$ cat config.mk
export PLATFORM = sky130hd
export DESIGN_NAME = relax_osc_freq_meter_flat
export DESIGN_NICKNAME = d
export VERILOG_FILES = /design/src/rtl/relax_osc_pkg.sv /design/src/rtl/relax_osc_freq_meter_if.sv /design/src/rtl/relax_osc_sync_edge.sv /design/src/rtl/relax_osc_freq_meter.sv /design/src/flat_wrapper.sv
export SDC_FILE = /design/constraint.sdc
export NUM_CORES = 1
export LEC_CHECK = 0
export ABC_AREA = 1
export BUFFER_PORTS_ARGS = -buffer_cell sky130_fd_sc_hd__buf_2
export CORE_MARGIN = 2
export CORE_UTILIZATION = 55
export CTS_BUF_LIST = sky130_fd_sc_hd__clkbuf_4
export DETAILED_ROUTE_END_ITERATION = 7
export MAX_ROUTING_LAYER = met4
export PLACE_DENSITY_LB_ADDON = 0.25
export SYNTH_ARGS = -nofsm -noshare
export SYNTH_HDL_FRONTEND = slang
export SYNTH_SLANG_ARGS = --single-unit
$ cat constraint.sdc
create_clock -name clk -period 1.55 [get_ports clk]
set_input_delay 0.155 -clock clk [delete_from_list [all_inputs] [get_ports clk]]
set_output_delay 0.155 -clock clk [all_outputs]
set_load 0.02 [all_outputs]
$ cat src/rtl/relax_osc_pkg.sv
// Shared state type, default widths and counter helpers for the relaxation-oscillator frequency meter.
// Build option RELAX_OSC_SAT_EN: when defined the edge counter saturates at its maximum instead of wrapping.
package relax_osc_pkg;

    typedef enum logic [1:0] {
        IDLE  = 2'd0,
        GATE  = 2'd1,
        LATCH = 2'd2
    } meter_state_t;

    localparam int DEF_NUM_CH      = 4;
    localparam int DEF_CNT_W       = 16;
    localparam int DEF_GATE_W      = 20;
    localparam int DEF_SYNC_STAGES = 2;

`ifdef RELAX_OSC_SAT_EN
    localparam bit SAT_EN = 1'b1;
`else
    localparam bit SAT_EN = 1'b0;
`endif

    // Channel-select width; a single-channel meter still carries a 1-bit select.
    function automatic int sel_width(input int num_ch);
        return (num_ch > 1) ? $clog2(num_ch) : 1;
    endfunction

    // True when an increment from the maximum must hold the count instead of wrapping to zero.
    function automatic logic hold_at_max(input logic at_max);
        return at_max & SAT_EN;
    endfunction

endpackage

$ cat src/rtl/relax_osc_freq_meter_if.sv
// Measurement control/result bundle between a controller (master) and the frequency meter (slave).
interface relax_osc_freq_meter_if #(
    parameter int NUM_CH = relax_osc_pkg::DEF_NUM_CH,
    parameter int CNT_W  = relax_osc_pkg::DEF_CNT_W,
    parameter int GATE_W = relax_osc_pkg::DEF_GATE_W
);
    import relax_osc_pkg::*;

    localparam int SEL_W = sel_width(NUM_CH);

    logic [SEL_W-1:0]  ch_sel;
    logic [GATE_W-1:0] gate_len;
    logic              cont;
    logic              start;
    logic              busy;
    logic              done;
    logic [CNT_W-1:0]  result;
    logic              overflow;

    modport master (
        output ch_sel, gate_len, cont, start,
        input  busy, done, result, overflow
    );

    modport slave (
        input  ch_sel, gate_len, cont, start,
        output busy, done, result, overflow
    );

endinterface

$ cat src/rtl/relax_osc_sync_edge.sv
// Multi-flop synchroniser for one asynchronous oscillator input followed by a rising-edge detector.
module relax_osc_sync_edge #(
    parameter int SYNC_STAGES = 2
) (
    input  logic clk,
    input  logic rst,
    input  logic d,
    output logic rise
);

    logic [SYNC_STAGES-1:0] chain_reg;
    logic                   sync_d_reg;

    always_ff @(posedge clk) begin
        if (rst) begin
            chain_reg  <= '0;
            sync_d_reg <= 1'b0;
        end else begin
            chain_reg  <= {chain_reg[SYNC_STAGES-2:0], d};
            sync_d_reg <= chain_reg[SYNC_STAGES-1];
        end
    end

    // A rise needs one low sample followed by one high sample, capping countable input at clk/2.
    assign rise = chain_reg[SYNC_STAGES-1] & ~sync_d_reg;

endmodule

$ cat src/rtl/relax_osc_freq_meter.sv
// Gated rising-edge counter for one of NUM_CH synchronised oscillator inputs, single-shot or continuous.
module relax_osc_freq_meter
    import relax_osc_pkg::*;
#(
    parameter int NUM_CH      = DEF_NUM_CH,
    parameter int CNT_W       = DEF_CNT_W,
    parameter int GATE_W      = DEF_GATE_W,
    parameter int SYNC_STAGES = DEF_SYNC_STAGES
) (
    input  logic                  clk,
    input  logic                  rst,
    input  logic                  ena,
    input  logic [NUM_CH-1:0]     osc_in,
    relax_osc_freq_meter_if.slave bus
);

    localparam int SEL_W    = sel_width(NUM_CH);
    localparam int SEL_SPAN = 1 << SEL_W;
    localparam logic [SEL_W:0] NUM_CH_L = (SEL_W+1)'(NUM_CH);

    logic [SEL_SPAN-1:0] rise_vec;

    // Rise vector is padded to the full select span so any captured select indexes a defined bit.
    generate
        for (genvar gi = 0; gi < SEL_SPAN; gi++) begin : g_ch
            if (gi < NUM_CH) begin : g_sync
                relax_osc_sync_edge #(
                    .SYNC_STAGES(SYNC_STAGES)
                ) u_sync (
                    .clk  (clk),
                    .rst  (rst),
                    .d    (osc_in[gi]),
                    .rise (rise_vec[gi])
                );
            end else begin : g_pad
                assign rise_vec[gi] = 1'b0;
            end
        end
    endgenerate

    meter_state_t      state_reg;
    logic [SEL_W-1:0]  ch_reg;
    logic [GATE_W-1:0] gate_len_reg;
    logic [GATE_W-1:0] gate_cnt_reg;
    logic [CNT_W-1:0]  edge_cnt_reg;
    logic              ovf_reg;
    logic [CNT_W-1:0]  result_reg;
    logic              overflow_reg;
    logic              busy_reg;
    logic              done_reg;

    logic [SEL_W-1:0]  ch_sel_eff;
    logic [GATE_W-1:0] gate_len_eff;
    logic              ch_rise;
    logic              at_max;
    logic [CNT_W-1:0]  edge_cnt_next;
    logic              ovf_next;

    assign ch_sel_eff   = ({1'b0, bus.ch_sel} < NUM_CH_L) ? bus.ch_sel : '0;
    assign gate_len_eff = (bus.gate_len == '0) ? GATE_W'(1) : bus.gate_len;
    assign ch_rise      = rise_vec[ch_reg];
    assign at_max       = &edge_cnt_reg;

    always_comb begin
        edge_cnt_next = edge_cnt_reg;
        ovf_next      = ovf_reg;
        if (ch_rise) begin
            if (!hold_at_max(at_max)) begin
                edge_cnt_next = edge_cnt_reg + CNT_W'(1);
            end
            if (at_max) begin
                ovf_next = 1'b1;
            end
        end
    end

    always_ff @(posedge clk) begin
        if (rst) begin
            state_reg    <= IDLE;
            ch_reg       <= '0;
            gate_len_reg <= '0;
            gate_cnt_reg <= '0;
            edge_cnt_reg <= '0;
            ovf_reg      <= 1'b0;
            result_reg   <= '0;
            overflow_reg <= 1'b0;
            busy_reg     <= 1'b0;
            done_reg     <= 1'b0;
        end else begin
            done_reg <= 1'b0;
            if (!ena) begin
                state_reg <= IDLE;
                busy_reg  <= 1'b0;
            end else begin
                case (state_reg)
                    IDLE: begin
                        if (bus.start) begin
                            ch_reg       <= ch_sel_eff;
                            gate_len_reg <= gate_len_eff;
                            gate_cnt_reg <= gate_len_eff;
                            edge_cnt_reg <= '0;
                            ovf_reg      <= 1'b0;
                            busy_reg     <= 1'b1;
                            state_reg    <= GATE;
                        end
                    end
                    GATE: begin
                        edge_cnt_reg <= edge_cnt_next;
                        ovf_reg      <= ovf_next;
                        gate_cnt_reg <= gate_cnt_reg - GATE_W'(1);
                        // Result is captured on entry to LATCH so it is already valid while done is high.
                        if (gate_cnt_reg == GATE_W'(1)) begin
                            result_reg   <= edge_cnt_next;
                            overflow_reg <= ovf_next;
                            done_reg     <= 1'b1;
                            state_reg    <= LATCH;
                        end
                    end
                    LATCH: begin
                        if (bus.cont) begin
                            gate_cnt_reg <= gate_len_reg;
                            edge_cnt_reg <= '0;
                            ovf_reg      <= 1'b0;
                            state_reg    <= GATE;
                        end else begin
                            busy_reg  <= 1'b0;
                            state_reg <= IDLE;
                        end
                    end
                    default: begin
                        busy_reg  <= 1'b0;
                        state_reg <= IDLE;
                    end
                endcase
            end
        end
    end

    assign bus.busy     = busy_reg;
    assign bus.done     = done_reg;
    assign bus.result   = result_reg;
    assign bus.overflow = overflow_reg;

endmodule
$ cat src/flat_wrapper.sv
// flat-port wrapper written by rule: the top's interface ports become plain ports
module relax_osc_freq_meter_flat import relax_osc_pkg::*;
#(
    parameter int NUM_CH      = DEF_NUM_CH,
    parameter int CNT_W       = DEF_CNT_W,
    parameter int GATE_W      = DEF_GATE_W,
    parameter int SYNC_STAGES = DEF_SYNC_STAGES
)
  (clk, rst, ena, osc_in, bus_ch_sel, bus_gate_len, bus_cont, bus_start, bus_busy, bus_done, bus_result, bus_overflow);
  relax_osc_freq_meter_if #(.NUM_CH(NUM_CH), .CNT_W(CNT_W), .GATE_W(GATE_W)) bus_i ();
  input  logic clk;
  input  logic rst;
  input  logic ena;
  input  logic [NUM_CH-1:0] osc_in;
  input wire logic [$bits(bus_i.ch_sel)-1:0] bus_ch_sel;
  input wire logic [$bits(bus_i.gate_len)-1:0] bus_gate_len;
  input wire logic [$bits(bus_i.cont)-1:0] bus_cont;
  input wire logic [$bits(bus_i.start)-1:0] bus_start;
  output wire logic [$bits(bus_i.busy)-1:0] bus_busy;
  output wire logic [$bits(bus_i.done)-1:0] bus_done;
  output wire logic [$bits(bus_i.result)-1:0] bus_result;
  output wire logic [$bits(bus_i.overflow)-1:0] bus_overflow;
  assign bus_i.ch_sel = bus_ch_sel;
  assign bus_i.gate_len = bus_gate_len;
  assign bus_i.cont = bus_cont;
  assign bus_i.start = bus_start;
  assign bus_busy = bus_i.busy;
  assign bus_done = bus_i.done;
  assign bus_result = bus_i.result;
  assign bus_overflow = bus_i.overflow;
  relax_osc_freq_meter #(.NUM_CH(NUM_CH), .CNT_W(CNT_W), .GATE_W(GATE_W), .SYNC_STAGES(SYNC_STAGES)) u_core (.clk(clk), .rst(rst), .ena(ena), .osc_in(osc_in), .bus(bus_i));
endmodule
# Word-level counts from Yosys, hierarchy flattened
# Cells that the tools add are included.
# totals
inputBits	31
out_inout_bits	19
ff_bits	92
# op_classes
n_lt_le_gt_ge	1
n_eq_ne	7
addsub	2
bitwise	10
reduce_logical	11
n_mux	23
# ops
cell	count
2-to-1 mux 20 bit	3
one-hot mux 20 bit (3 select lines)	1
2-to-1 mux 16 bit	3
one-hot mux 16 bit (3 select lines)	1
equality test 20 x 1 -> 1 bit (second input constant)	1
logical NOT 20 bit	1
subtractor 20 x 1 -> 20 bit (second input constant)	1
adder 16 x 1 -> 16 bit (second input constant)	1
AND reduction 16 bit	1
2-to-1 mux 1 bit	9
AND reduction 3 bit	3
inequality test 2 bit (second input constant)	3
NOT 1 bit	6
one-hot mux 1 bit (3 select lines)	2
one-hot mux 2 bit (3 select lines)	1
bitwise AND 1 bit	4
2-to-1 mux 2 bit	2
AND reduction 4 bit	1
< comparator 2 x 3 -> 1 bit (second input constant)	1
nonzero test 3 bit	1
OR reduction 3 bit	1
binary-select mux 1 bit (select 2 bit)	1
equality test 2 x 1 -> 1 bit (second input constant)	1
equality test 2 bit (second input constant)	1
4 further kinds	4

# Logic depth before layout (Yosys ltp)
# logic_depth
word_depth	6
depth_mapped	12

# Modules after synthesis
# A second synthesis with hierarchy kept.
# hier_totals
cells_unflattened	735
hier_area_um2	4854.7
# by_module_without_submodules
module	instances	cells_per_inst	seq_area_each_um2	area_per_inst_um2
relax_osc_freq_meter	1	695	1601.5	4509.3
relax_osc_sync_edge	4	10	60.1	86.3

# Least setup slack after synthesis
# OpenSTA, ideal clock, no wires.
# synth_path
kind	reg2reg
start	register u_core.state_reg[0]
end	register u_core.gate_cnt_reg[10]
slack_ns	-0.181
stages_incl_launch_ff	13
synth_period_minus_slack_ns	1.731
arrival_ns	1.599
t_required_ns	1.418
n_path_buf	2
path_cell_list	dfxtp_1 inv_1 ha_1 nand2_1 inv_1 nor2_1 nand2_1 o21bai_1 buf_4 buf_4 a21oi_1 nand2_1 a21oi_1
# synth_between
elab_chain_cells	3
# synth_lines
item	line	source
start, declared	relax_osc_freq_meter.sv:41	meter_state_t state_reg;
start signal, assigned	relax_osc_freq_meter.sv:79	state_reg <= IDLE;
start signal, assigned	relax_osc_freq_meter.sv:92	state_reg <= IDLE;
start signal, assigned	relax_osc_freq_meter.sv:104	state_reg <= GATE;
equality test 2 bit, or another cell as far along	relax_osc_freq_meter.sv:95	case (state_reg)
inequality test 2 bit (no source line) or nonzero test 3 bit (tied branches)	-	
AND reduction 4 bit (no source line)	-	
end signal, assigned	relax_osc_freq_meter.sv:100	gate_cnt_reg <= gate_len_eff;
end signal, assigned	relax_osc_freq_meter.sv:110	gate_cnt_reg <= gate_cnt_reg - GATE_W'(1);
end signal, assigned	relax_osc_freq_meter.sv:121	gate_cnt_reg <= gate_len_reg;
end, declared	relax_osc_freq_meter.sv:44	logic [GATE_W-1:0] gate_cnt_reg;
# Several ways; a longest one is shown, not always the timed one.
# A chain may end at the register's enable or synchronous reset.

# Worst setup path after layout
# layout_path
start	register u_core.state_reg[1]
end	register u_core.edge_cnt_reg[15]
# layout_between
elab_chain_cells	3
# layout_lines
item	line	source
equality test 2 bit, or another cell as far along	relax_osc_freq_meter.sv:95	
inequality test 2 bit (no source line) or nonzero test 3 bit (tied branches)	-	
AND reduction 4 bit (no source line)	-	
end signal, assigned	relax_osc_freq_meter.sv:108	edge_cnt_reg <= edge_cnt_next;
end, declared	relax_osc_freq_meter.sv:45	logic [CNT_W-1:0] edge_cnt_reg;
# Several ways; a longest one is shown, not always the timed one.

==> metrics <==
Worst Setup Slack, final=-0.2936 ns; hold-critical path depth=3; Antenna Cells=0; synthesized area per cell=6.554 um^2; CORE AREA=0.008636 mm^2; nets=924; drt pass-1 iters=7; antenna violations before repair=0; Max Slew Vio Count=0; Peak VDD IR=710.6 uV; Worst Path Required=1.93 ns; r2r startpoint=u_core.state_reg[1]; relative slew slack=67.86%; total negative setup slack=-9.376 ns; Flop pwr share=46.9%; Synth area leaders=dfxtp_1 38%, nand2_1 13%, a21oi_1 9.6%; vias per inst=5.802; combinational power share=27.0%; RSZ-0062 raised after global routing=yes; Worst R2R Setup Slack=-0.29 ns; height of the die=97.84 um; Post-Syn Nets=777; critical path capture point type=flip-flop; Crit path arrival time=2.22 ns; Tot GR Track Use=30.75%; Max Clock Freq=542.4 MHz; DP HPWL=9434 um; TritonCTS Buffers=9; Least-Margin Pin Slew=0.4816 ns; Post-Syn Area=0.004843 mm^2; Int Pwr=3.610 mW; WL/cell=16.97 um; total gr overflow=0; IO Count=50; critical-path cell list=inv_2 > ha_4 > nand2_2 > inv_2 > nor2_4 > nand2_2 > o21bai_4 > buf_4 > clkbuf_16 > nand2_1 > a21oi_1; worst skew pair latency=0.47 ns; Crit path max-delay family=buffers and inverters; critical path class=reg2reg; Routed Wire Length=16,960 um; H-tree levels=3; dpl ws=-0.1514 ns; #FFs+latches synth=92; root buffer cell=clkbuf_4; DRC violations left=0; Cells after Synth=739; Crit Path Max Fanout=8; Max-cap violations=0; total die area=0.009573 mm^2; flip-flop and latch area=0.001864 mm^2; Chip Width=97.84 um; CTS Buffer Depth=2; area share of the largest cell type after synthesis=38.03%; Setup Viol. Count Final=73; sequential area share after synthesis=38.03%; pwr/cell area=781.7 mW/mm^2; synth unique cells=30; CP peak stage delay=0.39 ns; share of cells above drive strength 1=32.10%; clock-pin slew on the worst setup and hold paths=0.16 ns; Buffers on Ports=49; failing checks=setup timing; cell taking the most area after synthesis=dfxtp_1; Min-Delay Startpoint=bus_gate_len[12]; status=finished, violations left; largest net degree at the start of global routing=56; first-pass GRT wire length=23,480 um; WHS Endpoint=u_core.gate_len_reg[12]; Slowest cell on crit path=dfxtp_2; Initial DRC Count=627; row cnt=34; yosys warns=0; Fin. Hold Viols=0; class of the worst hold path=in2reg; number of global-route vias before repair=5,230; vias=5,796; clk sinks=92; reg2reg end=u_core.edge_cnt_reg[15]; CP bufs+invs=4; layout overhead on the synthesized area=42.99%; Filler cells=563; Fin Clk Skew=0.03385 ns; CTS tree=done; Net Sw Power=1.804 mW; Clk pwr share=26.1%; CP startpoint=u_core.state_reg[1]; ANT nets after route=0; Sw Ratio=33.32%; Tmin final=1.844 ns; Leak=3.037 nW; footprint of the multi-input gates=0.002937 mm^2; Fin Hold WS=0.009154 ns; Final period util=118.9%; GP Congestion=0.9172; critical path launch point type=flip-flop; Reg2Reg Depth=11; Initial Utilization=56.09%
==> power groups by stage <==
| stage | sequential, mW | clock (mW) | combinational [mW] |
|---|---|---|---|
| floorplan | 2.57 | 0 | 0.644 |
| finish | 2.54 | 1.41 | 1.46 |
| global route | 2.55 | 1.50 | 1.56 |
| detailed placement | 2.57 | 0 | 1.06 |
| global placement | 2.56 | 0 | 1.04 |
| CTS | 2.52 | 1.41 | 1.21 |
==> routing by layer <==
metal	routed length, um	part of all wire, %	up-vias	track usage [%]
met5	0	0	-	-
met4	932	5.5	0	14.00
met3	1193	7.0	102	4.724
met2	8452	50	336	53.90
met1	6378	38	2687	34.40
li1	-	-	2671	-
==> cell usage after synthesis, drive strengths merged <==
master  number
nor3b        1
nor3         7
inv         93
ha           7
nand3       44
nand2      167
nor4         1
or2          1
xor2         9
o21bai       3
o21ai       56
nor2       105
a21oi       93
xnor2        3
buf         17
dfxtp       92
o21a         2
o211ai      12
clkbuf      16
nand4       10
==> per-stage QoR <==
step	instance area, um^2	std cells	power, mW	util [%]
global route	6925	999	5.616	80.19
finish	6925	999	5.414	80.19
detailed placement	5710	932	3.630	66.13
global placement	5710	932	3.607	66.13
floorplan	4892	739	3.217	-
CTS	6330	981	5.137	73.30
==> tightest hold or removal path, cell delays in order <==
cell and delay (ns):
buf_2 0.11, inv_1 0.11, a21oi_1 0.08
==> layout make-up <==
class                      instances  share of cell area (%)
clock inverter                     7                   1.048
inverter                          93                   5.239
sequential                        92                   26.92
multi-input combinational        521                   42.40
timing repair buffer             169                   21.46
clock buffer                       9                  0.9756
tap                              108                   1.951
==> worst max-delay path by stage <==
stage	endpoint	slack, ns	cells after the start
after global placement	u_core.gate_cnt_reg[12]	-0.06	9
after floorplan	u_core.gate_cnt_reg[10]	-0.03	12
after global routing	u_core.edge_cnt_reg[15]	-0.39	11
final	u_core.edge_cnt_reg[15]	-0.29	11
after detailed placement	u_core.edge_cnt_reg[6]	-0.15	10
after CTS	u_core.gate_cnt_reg[10]	-0.12	10
==> layout by cell type, fill, tap and decap left out, types with 5 or more instances in the layout <==
cell type / n
buf_12: 9
o21ai_0: 20
a21oi_1: 70
buf_6: 16
nand4_1: 10
clkbuf_16: 5
clkbuf_4: 9
nand2_2: 10
nand2_1: 155
xor2_1: 9
dlygate4sd3_1: 24
o21ai_1: 13
buf_2: 49
buf_4: 65
o211ai_1: 12
nand3_1: 40
o21ai_2: 22
dfxtp_1: 78
inv_1: 83
nor2_4: 11
dfxtp_2: 12
inv_2: 6
nor2_1: 78
nor2_2: 16
a21oi_2: 20
==> cells by family (layout without fill, tap and decap cells) <==
| logic type | Yosys count | in the layout | synth area share (%) |
|---|---|---|---|
| XOR/XNOR | 12 | 12 | 2.170 |
| buffers and inverters | 126 | 278 | 10.67 |
| AO/OA/AOI/OAI | 166 | 166 | 18.03 |
| adder cells (fa/ha/maj) | 7 | 7 | 1.808 |
| flip-flops | 92 | 92 | 38.03 |
| AND/OR/NAND/NOR | 336 | 336 | 29.30 |
==> repair_timing <==
action	in CTS	in global routing
hold buffers	24	0
cloned	2	6
gates resized for setup	43	138
pin swaps	12	42
setup buffers	7	14
setup endpoints to repair	67	78
endpoints found under the hold margin	24	0
Power figures use the tool's default switching activity.
